<file path="src/rtl/mips_multicycle_core.sv">
// Multi-cycle MIPS-subset core: FETCH/DECODE/EXEC/MEM/WB sequencing on a DATA_W-bit
// register file, with host preload ports and a result latch captured on HALT.
module mips_multicycle_core #(
    parameter int DATA_W     = 8,
    parameter int IMEM_DEPTH = 16,
    parameter int DMEM_DEPTH = 16,
    parameter int OUT_REG    = 2,
    parameter int START_PC   = 0
) (
    input  logic                          clk,
    input  logic                          rst_n,
    input  logic                          start,
    input  logic                          imem_we,
    input  logic [$clog2(IMEM_DEPTH)-1:0] imem_addr,
    input  logic [31:0]                   imem_wdata,
    input  logic                          dmem_we,
    input  logic [$clog2(DMEM_DEPTH)-1:0] dmem_addr,
    input  logic [DATA_W-1:0]             dmem_wdata,
    output logic [DATA_W-1:0]             dmem_rdata,
    output logic                          busy,
    output logic                          done,
    output logic [DATA_W-1:0]             result,
    output logic [$clog2(IMEM_DEPTH)-1:0] pc,
    output logic                          illegal,
    output logic [15:0]                   instr_count
);
    localparam int PW = $clog2(IMEM_DEPTH);
    localparam int AW = $clog2(DMEM_DEPTH);
    localparam logic [PW-1:0] PC_ONE   = PW'(1);
    localparam logic [PW-1:0] PC_MAX   = PW'(IMEM_DEPTH - 1);
    localparam logic [PW-1:0] PC_START = PW'(START_PC);
    localparam logic [4:0]    OUT_IDX  = 5'(OUT_REG);

    typedef enum logic [2:0] {
        S_IDLE, S_FETCH, S_DECODE, S_EXEC, S_MEM, S_WB, S_HALT
    } state_e;

    typedef enum logic [3:0] {
        C_ADDU, C_SLT, C_JR, C_J, C_JAL, C_BEQ, C_BNE, C_ADDIU, C_LW, C_SW, C_HALT, C_ILL
    } class_e;

    state_e            r_state, w_next;
    class_e            w_cls;
    logic [31:0]       r_imem [IMEM_DEPTH];
    logic [DATA_W-1:0] r_dmem [DMEM_DEPTH];
    logic [DATA_W-1:0] r_regs [32];
    logic [31:0]       r_ir;
    logic [PW-1:0]     r_pc;
    logic [DATA_W-1:0] r_a, r_b, r_alu, r_mdr, r_result;
    logic              r_wrap, r_illegal;
    logic [15:0]       r_count;

    logic [31:0]       w_sext, w_a32, w_alu32, w_pc1_32;
    logic [DATA_W-1:0] w_imm, w_wdata;
    logic [PW-1:0]     w_pc1, w_br_tgt, w_pc_next;
    logic [AW-1:0]     w_daddr;
    logic [4:0]        w_wa;
    logic              w_taken, w_fall, w_wrap_now, w_exec_last, w_retire, w_start_ok;
    logic              w_unused;

    assign w_sext     = {{16{r_ir[15]}}, r_ir[15:0]};
    assign w_imm      = w_sext[DATA_W-1:0];
    assign w_a32      = 32'(r_a);
    assign w_alu32    = 32'(r_alu);
    assign w_daddr    = w_alu32[AW-1:0];
    assign w_pc1      = r_pc + PC_ONE;
    assign w_pc1_32   = 32'(w_pc1);
    assign w_br_tgt   = w_pc1 + w_sext[PW-1:0];
    assign w_unused   = ^{r_ir, w_sext, w_a32, w_alu32, w_pc1_32};

    always_comb begin
        w_cls = C_ILL;
        case (r_ir[31:26])
            6'd0: begin
                case (r_ir[5:0])
                    6'd33:   w_cls = C_ADDU;
                    6'd42:   w_cls = C_SLT;
                    6'd8:    w_cls = C_JR;
                    default: w_cls = C_ILL;
                endcase
            end
            6'd2:    w_cls = C_J;
            6'd3:    w_cls = C_JAL;
            6'd4:    w_cls = C_BEQ;
            6'd5:    w_cls = C_BNE;
            6'd9:    w_cls = C_ADDIU;
            6'd35:   w_cls = C_LW;
            6'd43:   w_cls = C_SW;
            6'd63:   w_cls = C_HALT;
            default: w_cls = C_ILL;
        endcase
    end

    // NOTE: every output of a combinational block gets a default first, so no path leaves it unassigned (no latch).
    always_comb begin
        w_taken     = 1'b0;
        w_fall      = 1'b1;
        w_pc_next   = w_pc1;
        w_wa        = 5'd0;
        w_exec_last = 1'b0;
        case (w_cls)
            C_ADDU, C_SLT:  w_wa = r_ir[15:11];
            C_ADDIU, C_LW:  w_wa = r_ir[20:16];
            C_JAL: begin
                w_wa      = 5'd31;
                w_fall    = 1'b0;
                w_pc_next = r_ir[PW-1:0];
            end
            C_J: begin
                w_fall      = 1'b0;
                w_pc_next   = r_ir[PW-1:0];
                w_exec_last = 1'b1;
            end
            C_JR: begin
                w_fall      = 1'b0;
                w_pc_next   = w_a32[PW-1:0];
                w_exec_last = 1'b1;
            end
            C_BEQ, C_BNE: begin
                w_taken     = (r_a == r_b) ^ (w_cls == C_BNE);
                w_fall      = !w_taken;
                w_exec_last = 1'b1;
                if (w_taken) w_pc_next = w_br_tgt;
            end
            C_ILL:   w_exec_last = 1'b1;
            default: ;
        endcase
    end

    // Fall-through off the last instruction word ends the run instead of wrapping.
    assign w_wrap_now = w_fall && (r_pc == PC_MAX);
    assign w_wdata    = (w_cls == C_LW) ? r_mdr : r_alu;
    assign w_start_ok = start && (r_state == S_IDLE || r_state == S_HALT);
    assign w_retire   = (r_state == S_EXEC && w_exec_last) ||
                        (r_state == S_MEM && w_cls == C_SW) || (r_state == S_WB);

    always_ff @(posedge clk or negedge rst_n) begin
        if (!rst_n) r_state <= S_IDLE;
        else        r_state <= w_next;
    end

    always_comb begin
        w_next = r_state;
        case (r_state)
            S_IDLE, S_HALT: if (start) w_next = S_FETCH;
            S_FETCH:        w_next = S_DECODE;
            S_DECODE:       w_next = (w_cls == C_HALT) ? S_HALT : S_EXEC;
            S_EXEC: begin
                if (w_exec_last)                      w_next = w_wrap_now ? S_HALT : S_FETCH;
                else if (w_cls == C_LW || w_cls == C_SW) w_next = S_MEM;
                else                                  w_next = S_WB;
            end
            S_MEM:   w_next = (w_cls == C_LW) ? S_WB : (r_wrap ? S_HALT : S_FETCH);
            S_WB:    w_next = r_wrap ? S_HALT : S_FETCH;
            default: w_next = S_IDLE;
        endcase
    end

    // NOTE: state registers use non-blocking assignment so every flop samples pre-edge values.
    always_ff @(posedge clk or negedge rst_n) begin
        if (!rst_n) begin
            r_pc      <= PC_START;
            r_ir      <= '0;
            r_a       <= '0;
            r_b       <= '0;
            r_alu     <= '0;
            r_mdr     <= '0;
            r_wrap    <= 1'b0;
            r_result  <= '0;
            r_illegal <= 1'b0;
            r_count   <= '0;
            for (int i = 0; i < 32; i++) r_regs[i] <= '0;
        end else begin
            if (w_start_ok) begin
                r_pc      <= PC_START;
                r_illegal <= 1'b0;
                r_count   <= '0;
                r_result  <= '0;
                for (int i = 0; i < 32; i++) r_regs[i] <= '0;
            end
            case (r_state)
                S_FETCH:  r_ir <= r_imem[r_pc];
                S_DECODE: begin
                    r_a <= r_regs[r_ir[25:21]];
                    r_b <= r_regs[r_ir[20:16]];
                end
                S_EXEC: begin
                    r_pc   <= w_pc_next;
                    r_wrap <= w_wrap_now;
                    if (w_cls == C_ILL) r_illegal <= 1'b1;
                    case (w_cls)
                        C_ADDU:  r_alu <= r_a + r_b;
                        C_SLT:   r_alu <= DATA_W'($signed(r_a) < $signed(r_b));
                        C_JAL:   r_alu <= w_pc1_32[DATA_W-1:0];
                        default: r_alu <= r_a + w_imm;
                    endcase
                end
                S_MEM:   r_mdr <= r_dmem[w_daddr];
                S_WB:    if (w_wa != 5'd0) r_regs[w_wa] <= w_wdata;
                default: ;
            endcase
            if (w_retire && r_count != 16'hFFFF) r_count <= r_count + 16'd1;
            // A final WB into OUT_REG is forwarded so the captured result includes it.
            if (w_next == S_HALT && r_state != S_HALT)
                r_result <= (r_state == S_WB && w_wa == OUT_IDX && OUT_IDX != 5'd0)
                            ? w_wdata : r_regs[OUT_IDX];
        end
    end

    // NOTE: memories carry no reset so they map onto RAM primitives; contents survive rst_n.
    always_ff @(posedge clk) begin
        if (imem_we && !busy) r_imem[imem_addr] <= imem_wdata;
        if (r_state == S_MEM && w_cls == C_SW) r_dmem[w_daddr] <= r_b;
        else if (dmem_we && !busy)            r_dmem[dmem_addr] <= dmem_wdata;
    end

    assign dmem_rdata  = r_dmem[dmem_addr];
    assign busy        = (r_state != S_IDLE) && (r_state != S_HALT);
    assign done        = (r_state == S_HALT);
    assign result      = r_result;
    assign pc          = r_pc;
    assign illegal     = r_illegal;
    assign instr_count = r_count;
endmodule

</file>
<file path="config.mk">
export PLATFORM = sky130hd
export DESIGN_NAME = mips_multicycle_core
export DESIGN_NICKNAME = d
export VERILOG_FILES = /design/src/rtl/mips_multicycle_core.sv
export SDC_FILE = /design/constraint.sdc
export NUM_CORES = 1
export LEC_CHECK = 0
export BUFFER_PORTS_ARGS = -buffer_cell sky130_fd_sc_hd__buf_2
export CORE_ASPECT_RATIO = 1.4
export CORE_UTILIZATION = 55
export DETAILED_ROUTE_END_ITERATION = 12
export PLACE_DENSITY_LB_ADDON = 0.15
export SYNTH_ARGS = -nofsm -noshare
export SYNTH_HDL_FRONTEND = slang
export SYNTH_SLANG_ARGS = --single-unit
</file>
<file path="constraint.sdc">
create_clock -name clk -period 5.3 [get_ports clk]
set_input_delay 1.06 -clock clk [delete_from_list [all_inputs] [get_ports clk]]
set_output_delay 1.06 -clock clk [all_outputs]
set_load 0.02 [all_outputs]
</file>
## Word level (Yosys, flattened, before mapping)

Memories as Yosys holds them, arrays and structs flattened. A register that Yosys moved wholly into a read port is not among the register bits.
Index checks and enable logic that the tools add are counted.

| storage, ports and cells | value |
|---|---|
| input bits | 53 |
| memories kept | 2 |
| latch bits | 0 |
| flip-flop bits (word level) | 313 |
| memory bits (writable) | 640 |
| ROM bits | 0 |

Memory list:

| name | words | width | rd ports | clocked after memory_dff | write ports | line | source |
|---|---|---|---|---|---|---|---|
| r_imem | 16 | 32 | 1 | 1 | 1 | 44 | `logic [31:0] r_imem [IMEM_DEPTH];` |
| r_dmem | 16 | 8 | 2 | 1 | 1 | 45 | `logic [DATA_W-1:0] r_dmem [DMEM_DEPTH];` |

| operators by class | value |
|---|---|
| reductions and logical operators | 35 |
| shift-type cells | 0 |
| magnitude comparators | 5 |
| mux-type cells | 49 |
| divide/modulo/power cells | 0 |
| bitwise operators | 4 |
| $add $sub $neg | 5 |
| multiply operators | 0 |
| eq/ne operators | 34 |

Operators with widths:

| kind | number |
|---|---|
| $mux W256 | 3 |
| $bwmux W256 | 1 |
| $bmux W8 S5 | 2 |
| $mux W8 | 10 |
| $demux W8 S5 | 1 |
| $pmux W4 S9 | 1 |
| $mux W16 | 2 |
| $eq A6 B6 Y1 const B | 5 |
| $pmux W4 S3 | 2 |
| $pmux W8 S3 | 1 |
| $eq A4 B4 Y1 const B | 5 |
| $ge A6 B6 Y1 const B | 3 |
| $mux W3 | 6 |
| $not A5 Y6 | 3 |
| $pmux W3 S6 | 1 |
| $add A16 B1 Y16 const B | 1 |
| $add A8 B8 Y8 | 2 |
| $eq A4 B3 Y1 const B | 4 |
| $mux W4 | 4 |
| $ne A16 B16 Y1 const B | 1 |
| $pmux W5 S3 | 1 |
| $mux W1 | 13 |
| $eq A3 B3 Y1 const B | 4 |
| $eq A6 B2 Y1 const B | 2 |
| 28 further kinds | 54 |

## Logic depth before layout (Yosys ltp)

Gate-level depths: netlist of run 1.

| logic depth | value |
|---|---|
| word-level depth | 14 |
| mapped depth | 14 |
| depth with buffers taken out | 13 |

## Least setup slack after synthesis of run 1

Ideal clock, no wire load.

| timing | value |
|---|---|
| path kind | input -> output |
| start point | input dmem_addr[0] |
| end point | output dmem_rdata[0] |
| setup slack | 1.227 ns |
| data required time | 4.240 ns |
| stages | 4 |
| arrival time | 3.013 ns |
| path through | clkbuf_1 -> buf_1 -> mux4_2 -> mux4_2 |

| on the way | value |
|---|---|
| cells in the longest elaborated chain, start to end | 1 |

RTL lines:

| element | line | source |
|---|---|---|
| from (decl) | 17 | `input logic [$clog2(DMEM_DEPTH)-1:0] dmem_addr,` |
| $mem_v2 Z16 W8 | -- |  |
| to (decl) | 19 | `output logic [DATA_W-1:0] dmem_rdata,` |

No other way between the ends.

## Worst setup path after layout of run 1

Ends and elaborated chain as after synthesis.

==> metrics.md, run 1 <==
| Metric | Value |
|---|---|
| R2R setup slack | `between 1 and 1.5 ns` |
| Worst-margin pin slew | `1.30 ns` |
| Worst Setup End Kind | `output port` |
| Row Count | `121` |
| Die height | `335 um` |
| Pwr per Cell Area | `481 nW/um^2` |
| Final #Nets | `2990` |
| Sinks on Clock Net | `942` |
| Dpl hpwl | `69.5 mm` |
| Grt total ovfl | `0` |
| Post-Syn Area | `about 43000 um^2` |
| Met2 WL | `slightly below 60 mm` |
| TritonRoute pass-1 iters | `7` |
| Max Cap Viol | `0` |
| Max Clock Skew | `between 0.015 and 0.02 ns` |
| Worst setup path startpoint | `dmem_addr[0]` |
| Slew Limit Fails | `0` |
| Starting Density | `55.8%` |
| Die width | `between 200 and 250 um` |
| Gate power share | `30.9%` |
| CTS Buf Count | `89` |
| Fraction of registers with async set/reset | `37.2%` |
| Syn-to-layout area delta | `10.3%` |
| Clock group share of total power | `27.3%` |
| Commonest non-fill, non-tap cell in the layout | `edfxtp_1` |
| P_int | `15.1 mW` |
| Number of buffers added on ports | `88` |
| Die Area | `80200 um^2` |
| Max Freq | `0.231 GHz` |
| Psw | `7.99 mW` |
| Placed cells | `around 3900` |
| Critical setup path kind | `in2out` |
| Initial antenna violation count | `4` |
| Synth unique cells | `84` |
| Crit start category | `primary input` |
| Yosys warns | `0` |
| CP required | `between 4 and 5 ns` |
| Met3 wire len | `6.02 mm` |
| RSZ-0062 raised after global routing | `false` |
| Drt total wl | `110 mm` |
| Most frequent cells in the layout | `edfxtp_1 (592), dfrtp_1 (340), mux4_2 (313)` |
| Insertion delay to the later sink of the worst-skew pair | `about 0.67 ns` |
| Drt wl/cell | `27.2 um` |
| Post-synthesis instance total | `2900` |
| Synth area leader | `edfxtp_1` |
| Drc violations | `0` |
| Vias/cell | `6.52` |
| Max FO, Critical Path | `26` |
| Top cells by area, synth | `edfxtp_1 (41%), dfrtp_1 (20%), mux4_2 (16%), mux2i_1 (5.3%), o21ai_0 (2.6%)` |
| Avg Inst Size Synth | `15.0 um^2` |
| Net Count, Synth | `2975` |
| Post-synth EDFFs | `around 590` |
| Primary FF master, synth | `edfxtp_1` |
| H-tree Lvls | `3` |
| Worst relative slew slack | `13.1%` |
| Core area | `between 70000 and 80000 um^2` |
| I/O pin total | `between 90 and 100` |
| Register share of total power | `41.8%` |
| Vias | `26300` |
| Vias in the first global route | `26900` |
| TNS Setup | `0 ns` |
| Post-synth top area share | `40.9%` |
| Synth Register Bits | `942` |
| Largest net degree at the start of global routing | `between 200 and 250` |
| Capture point of the worst reg-to-reg path | `r_regs[55]$_DFF_PN0_` |
| Hold Crit Class | `in2async` |
| Cts hold-fix bufs | `0` |
| Gpl congestion | `0.885` |
| Sequential area share after synthesis | `around three fifths` |
| Minimum clock period | `4.33 ns` |
| CTS root buf | `clkbuf_16` |
| Sw Share | `around a third` |
| Outcome | `complete, no violations` |
| Post-DRT Antenna Nets | `0` |
| Non-Filler Instances | `4029` |
| # Post-CTS Setup Buffers | `0` |
| Leakage power | `about 18 nW` |
| Depth of the most critical reg-to-reg path | `8` |
| Resize count post-CTS | `0` |
| WP data arrival | `around 3.3 ns` |
| Clock Pin Slew Worst Setup and Hold Paths | `0.06 ns` |
| Period Utilization, post-route | `slightly above 80%` |
| DR iter-0 viols | `2239` |
| CTS tree | `done` |
| DR top layer | `met5` |
| Overall routing resource usage | `28.1%` |
| Hold Vio Cnt, Final | `0` |
| Max Buffers Root-to-Sink | `3` |
| FF-to-FF Start | `r_ir[29]$_DFFE_PN0P_` |
| Peak VDD IR | `0.439 mV` |
| Final setup vio count | `0` |
| First-pass GRT wire length | `about 170 mm` |
| Met1 wire length | `between 40 and 50 mm` |
| Share of cells above drive strength 1 | `around 22%` |
registers in the layout, summed over array words and instances (netlist names):
| name | cells |
|---|---|
| instr_count | 16 |
| pc | 4 |
| r_a | 8 |
| result | 8 |
| r_regs | 256 |
| r_imem | 464 |
| r_mdr | 8 |
| r_dmem | 128 |
| r_ir | 29 |
| illegal | 1 |
| r_alu | 8 |
| r_wrap | 1 |
| r_state | 3 |
| r_b | 8 |
cells in the mapped netlist (5+ instances only):
cell type / instances
mux4_2: 313
nand2b_1: 10
nand3_1: 153
nand3b_1: 8
o211ai_1: 23
a31oi_1: 8
a21oi_1: 39
a31o_2: 10
and3_1: 13
and2_1: 16
edfxtp_1: 592
o21ai_1: 8
a22o_1: 9
buf_1: 58
nor3b_1: 9
o21ai_0: 222
buf_2: 15
xor2_1: 7
nand4_1: 20
clkbuf_1: 146
mux2i_1: 230
nor2_1: 121
mux2_2: 7
o22ai_1: 5
nor2b_1: 8
ha_1: 20
dfrtp_1: 350
xnor2_1: 10
inv_1: 28
nand2_1: 244
o221ai_1: 48
a21o_1: 22
o21a_1: 10
nor3_1: 28
power groups by stage:
stage	registers, mW	logic, mW	clock network [mW]
after CTS	9.63	7.17	6.40
after floorplan	8.94	5.66	0
after global placement	9.74	6.99	0
final	9.64	7.14	6.30
after global routing	9.72	7.70	6.65
after detailed placement	9.77	7.14	0
worst max path at each step:
stage,to,slack (ns)
finish,dmem_rdata[0],0.97
global route,r_regs[153]$_DFF_PN0_,0.59
CTS,dmem_rdata[0],0.91
detailed placement,dmem_rdata[0],0.90
global placement,dmem_rdata[0],0.92
floorplan,dmem_rdata[0],1.23
metal layers:
layer | track usage [%] | vias up
li1 | - | 11400
met3 | 3.62 | 261
met1 | 34.4 | 13600
met2 | 49.4 | 983
met5 | 0 | -
met4 | 13.4 | 2
worst max-delay path, cell delays in order:
cell	delay (ns)
buf_2	0.70
buf_4	0.33
mux4_2	0.51
mux4_2	0.49
buf_2	0.18
area by class of cell:
cell class,instances,area (um^2)
flip-flops and latches,942,26600
clock buffers,121,2410
fillers,5784,30000
well taps,1045,1310
multi-input cells,1706,16200
diodes,2,5.00
clock inverters,37,419
repair buffers,147,993
inverters,29,109
metrics by stage:
stage / util [%] / power [mW] / setup WS, ns / cell area (um^2) / hold slack, ns
after floorplan: - / 14.6 / 1.23 / 43500 / 0.443
after global placement: 57.9 / 16.7 / 0.918 / 45100 / 0.482
after detailed placement: 57.9 / 16.9 / 0.899 / 45100 / 0.492
after CTS: 61.5 / 23.2 / 0.908 / 48000 / 0.386
after global routing: 61.5 / 24.1 / 0.590 / 48000 / 0.406
final: 61.5 / 23.1 / 0.972 / 48000 / 0.349
logic make-up (layout without fill, tap and decap cells):
kind of cell | count (synthesis) | after routing | synth area share, %
DFF | 942 | 942 | 61.0
muxes | 550 | 550 | 21.7
AOI/OAI and AO/OA | 447 | 447 | 6.63
xor gates and xnor gates | 17 | 17 | 0.342
and+or+nand+nor | 670 | 670 | 7.36
adders and majority gates | 22 | 22 | 0.668
other | 0 | 2 | 0
buffers and inverters | 252 | 334 | 2.28
(Power assumes the default switching activity.)
==> run 2: changes to the inputs <==
==> constraint.sdc (replaced) <==
create_clock -name clk -period 4.55 [get_ports clk]
set_input_delay 0.91 -clock clk [delete_from_list [all_inputs] [get_ports clk]]
set_output_delay 0.91 -clock clk [all_outputs]
set_load 0.02 [all_outputs]
==> run 2 against run 1 <==
Compared with the run above:
- clock skew rose by 0.0064 ns
- non-clock buffer count rose by 58
- sequential power rose by 15%
- die area did not move
- wire length rose by 0.99%
- first-iteration DRC count fell by 1.1%
- combinational power rose by 22%
- worst hold slack got worse by 0.012 ns
- final cell count rose by 1.5%
- sequential cell count did not move
- critical path type is now reg2reg
- critical endpoint is now r_alu[6]$_DFFE_PN0P_
==> metrics.md, run 2 (synthesis results as in run 1) <==
| Metric | Value |
|---|---|
| Critical Path Max Stage Delay | `0.51 ns (was 0.70 ns)` |
| Pwr per Cell Area | `561 nW/um^2 (was 481 nW/um^2)` |
| Cts hold-fix bufs | `0 (unchanged)` |
| Worst-margin pin slew | `1.13 ns (was 1.30 ns)` |
| DR top layer | `met5 (unchanged)` |
| Vias/cell | `6.48 (was 6.52)` |
| CP cell instances | `or3b_1 > a2111oi_4 > nand2_1 > a2111oi_2 > a21oi_1 > ha_1 > fa_1 > a21o_1 > a21o_1 > a21o_1 > a21oi_1 > xnor2_1 > a22o_1 (was buf_2 > buf_4 > mux4_2 > mux4_2 > buf_2)` |
| Register area | `26600 um^2 (about the same)` |
| Depth of the most critical reg-to-reg path | `13 (was 8)` |
| Met1 wire length | `41.0 mm (was 40.4 mm)` |
| First-pass GRT wire length | `169 mm (was 167 mm)` |
| Slew Limit Fails | `0 (unchanged)` |
| CTS root buf | `clkbuf_16 (unchanged)` |
| Met3 wire len | `5.94 mm (was 6.02 mm)` |
| Post-DRT Antenna Nets | `0 (unchanged)` |
| Peak VDD IR | `0.389 mV (was 0.439 mV)` |
| Multi-input logic area | `16200 um^2 (unchanged)` |
| FF-to-FF Start | `r_ir[0]$_DFFE_PN0P_ (was r_ir[29]$_DFFE_PN0P_)` |
| Core area | `78000 um^2 (unchanged)` |
| Largest net degree at the start of global routing | `107 (was 204)` |
| Critical setup path kind | `reg2reg (was in2out)` |
| CTS Buf Count | `89 (unchanged)` |
| H-tree Lvls | `3 (unchanged)` |
| Capture point of the worst reg-to-reg path | `r_alu[6]$_DFFE_PN0P_ (was r_regs[55]$_DFF_PN0_)` |
| Hold Slack | `0.336 ns (was 0.349 ns)` |
| Drt total wl | `111 mm (was 110 mm)` |
| Sinks on Clock Net | `942 (unchanged)` |
| CTS tree | `done (unchanged)` |
| Levels on crit path | `13 (was 5)` |
| Drc violations | `0 (unchanged)` |
| DR iter-0 viols | `2214 (was 2239)` |
| DP Worst Slack | `0.642 ns (was 0.899 ns)` |
| Worst path bufs/invs | `0 (was 3)` |
| Final core utilization | `62.2% (was 61.5%)` |
| Initial antenna violation count | `5 (was 4)` |
| Leakage power | `18.0 nW (was 17.6 nW)` |
| Met2 WL | `59.4 mm (was 58.0 mm)` |
| Dpl hpwl | `71.3 mm (was 69.5 mm)` |
| Resize count post-CTS | `0 (unchanged)` |
| Vias | `26500 (was 26300)` |
| CP required | `5.07 ns (was 4.24 ns)` |
| Share of cells above drive strength 1 | `24.2% (was 22.4%)` |
| Hold Crit Class | `in2async (unchanged)` |
| WP data arrival | `4.45 ns (was 3.27 ns)` |
| Period Utilization, post-route | `86.6%` |
| Max Freq | `0.254 GHz` |
| Max Cap Viol | `0 (unchanged)` |
| Cell family with the largest share of critical-path delay | `compound AO/OA/AOI/OAI gates (was buffers and inverters)` |
| Most frequent cells in the layout | `edfxtp_1 (592), dfrtp_1 (341), mux4_2 (313) (was edfxtp_1 (592), dfrtp_1 (340), mux4_2 (313))` |
| Vias in the first global route | `27300 (was 26900)` |
| Fillers | `5721 (was 5784)` |
| TritonRoute pass-1 iters | `5 (was 7)` |
| Max Clock Skew | `0.0259 ns (was 0.0196 ns)` |
| Worst relative slew slack | `23.3% (was 13.1%)` |
| # Post-CTS Setup Buffers | `0 (unchanged)` |
| Starting Density | `55.8% (unchanged)` |
| Number of buffers added on ports | `88 (unchanged)` |
| Overall routing resource usage | `28.5% (was 28.1%)` |
| Final setup vio count | `0 (unchanged)` |
| Most used cell, CP | `a21o_1` |
| Hold Vio Cnt, Final | `0 (unchanged)` |
| Row Count | `121 (unchanged)` |
| Min setup slack post-route | `0.611 ns (was 0.972 ns)` |
| Die height | `335 um (unchanged)` |
| Largest Register | `r_imem (unchanged)` |
| Drt wl/cell | `27.1 um (was 27.2 um)` |
| Outcome | `complete, no violations (unchanged)` |
| RSZ-0062 raised after global routing | `false (unchanged)` |
| Max Buffers Root-to-Sink | `3 (unchanged)` |
| Clock Pin Slew Worst Setup and Hold Paths | `0.06 ns (about the same)` |
| Die Area | `80200 um^2 (unchanged)` |
| Crit start category | `register (was primary input)` |
| Max FO, Critical Path | `8 (was 26)` |
| Grt total ovfl | `0 (unchanged)` |
| Worst Setup End Kind | `register (was output port)` |
| R2R setup slack | `0.61 ns (was 1.02 ns)` |
| Gpl congestion | `0.881 (was 0.885)` |
| I/O pin total | `92 (unchanged)` |
| Die width | `240 um (unchanged)` |
| Max reg flops | `464 (unchanged)` |
| Crit path max-delay cell type | `a2111oi_2 (was buf_2)` |
| Commonest non-fill, non-tap cell in the layout | `edfxtp_1 (unchanged)` |
| Syn-to-layout area delta | `11.6% (was 10.3%)` |
| TNS Setup | `0 ns (unchanged)` |
| Final #Nets | `3048 (was 2990)` |
| Biggest regs | `r_imem x464, r_regs x256, r_dmem x128 (unchanged)` |
| Insertion delay to the later sink of the worst-skew pair | `0.65 ns (was 0.67 ns)` |
| Minimum clock period | `slightly below 4 ns` |
-- run 2: area by class of cell --
cell class / instances / share of cell area [%]
Sequential cell: 942 / 54.7
Multi-Input combinational cell: 1706 / 33.3
Clock buffer: 116 / 5.12
Timing Repair Buffer: 205 / 3.02
Tap cell: 1045 / 2.70
Clock inverter: 44 / 0.841
Inverter: 29 / 0.224
Antenna cell: 1 / 0.00516
-- run 2: worst max-delay path by stage --
stage / startpoint / to
finish: r_ir[0]$_DFFE_PN0P_ / r_alu[6]$_DFFE_PN0P_
global route: r_ir[5]$_DFFE_PN0P_ / r_alu[6]$_DFFE_PN0P_
CTS: r_ir[0]$_DFFE_PN0P_ / r_alu[6]$_DFFE_PN0P_
detailed placement: r_ir[0]$_DFFE_PN0P_ / r_alu[6]$_DFFE_PN0P_
global placement: r_ir[0]$_DFFE_PN0P_ / r_alu[6]$_DFFE_PN0P_
floorplan: r_state[2]$_DFF_PN0_ / r_imem[0][0]$_DFFE_PP_
-- run 2: layer usage --
layer	GRT usage, %	up-vias
met4	12.2	4
li1	-	11500
met5	0	-
met1	34.9	13800
met3	3.74	246
met2	50.4	943
-- run 2: worst reg2reg max path, cell delays in order, from the launching register on --
cell	delay, ns
dfrtp_1	0.48
or3b_1	0.45
a2111oi_4	0.45
nand2_1	0.11
a2111oi_2	0.51
a21oi_1	0.14
ha_1	0.24
fa_1	0.45
a21o_1	0.18
a21o_1	0.20
a21o_1	0.19
a21oi_1	0.17
xnor2_1	0.08
a22o_1	0.17
-- run 2: per-stage QoR --
| stage | area, um^2 | cells | total power [mW] |
|---|---|---|---|
| 6_report | 48500 | 4088 | 27.2 |
| 5_1_grt | 48500 | 4087 | 28.4 |
| 4_1_cts | 48500 | 4087 | 27.3 |
| 3_5_place_dp | 45600 | 3927 | 20.0 |
| 3_3_place_gp | 45600 | 3927 | 19.7 |
| 2_1_floorplan | 43500 | 2900 | 17.0 |
-- run 2: report_power, final --
part,switching [mW],internal (mW),leakage [nW]
combinational,5.05,3.66,6.49
clock,3.17,4.24,1.42
sequential,1.19,9.90,10.1
total,9.41,17.8,18.0
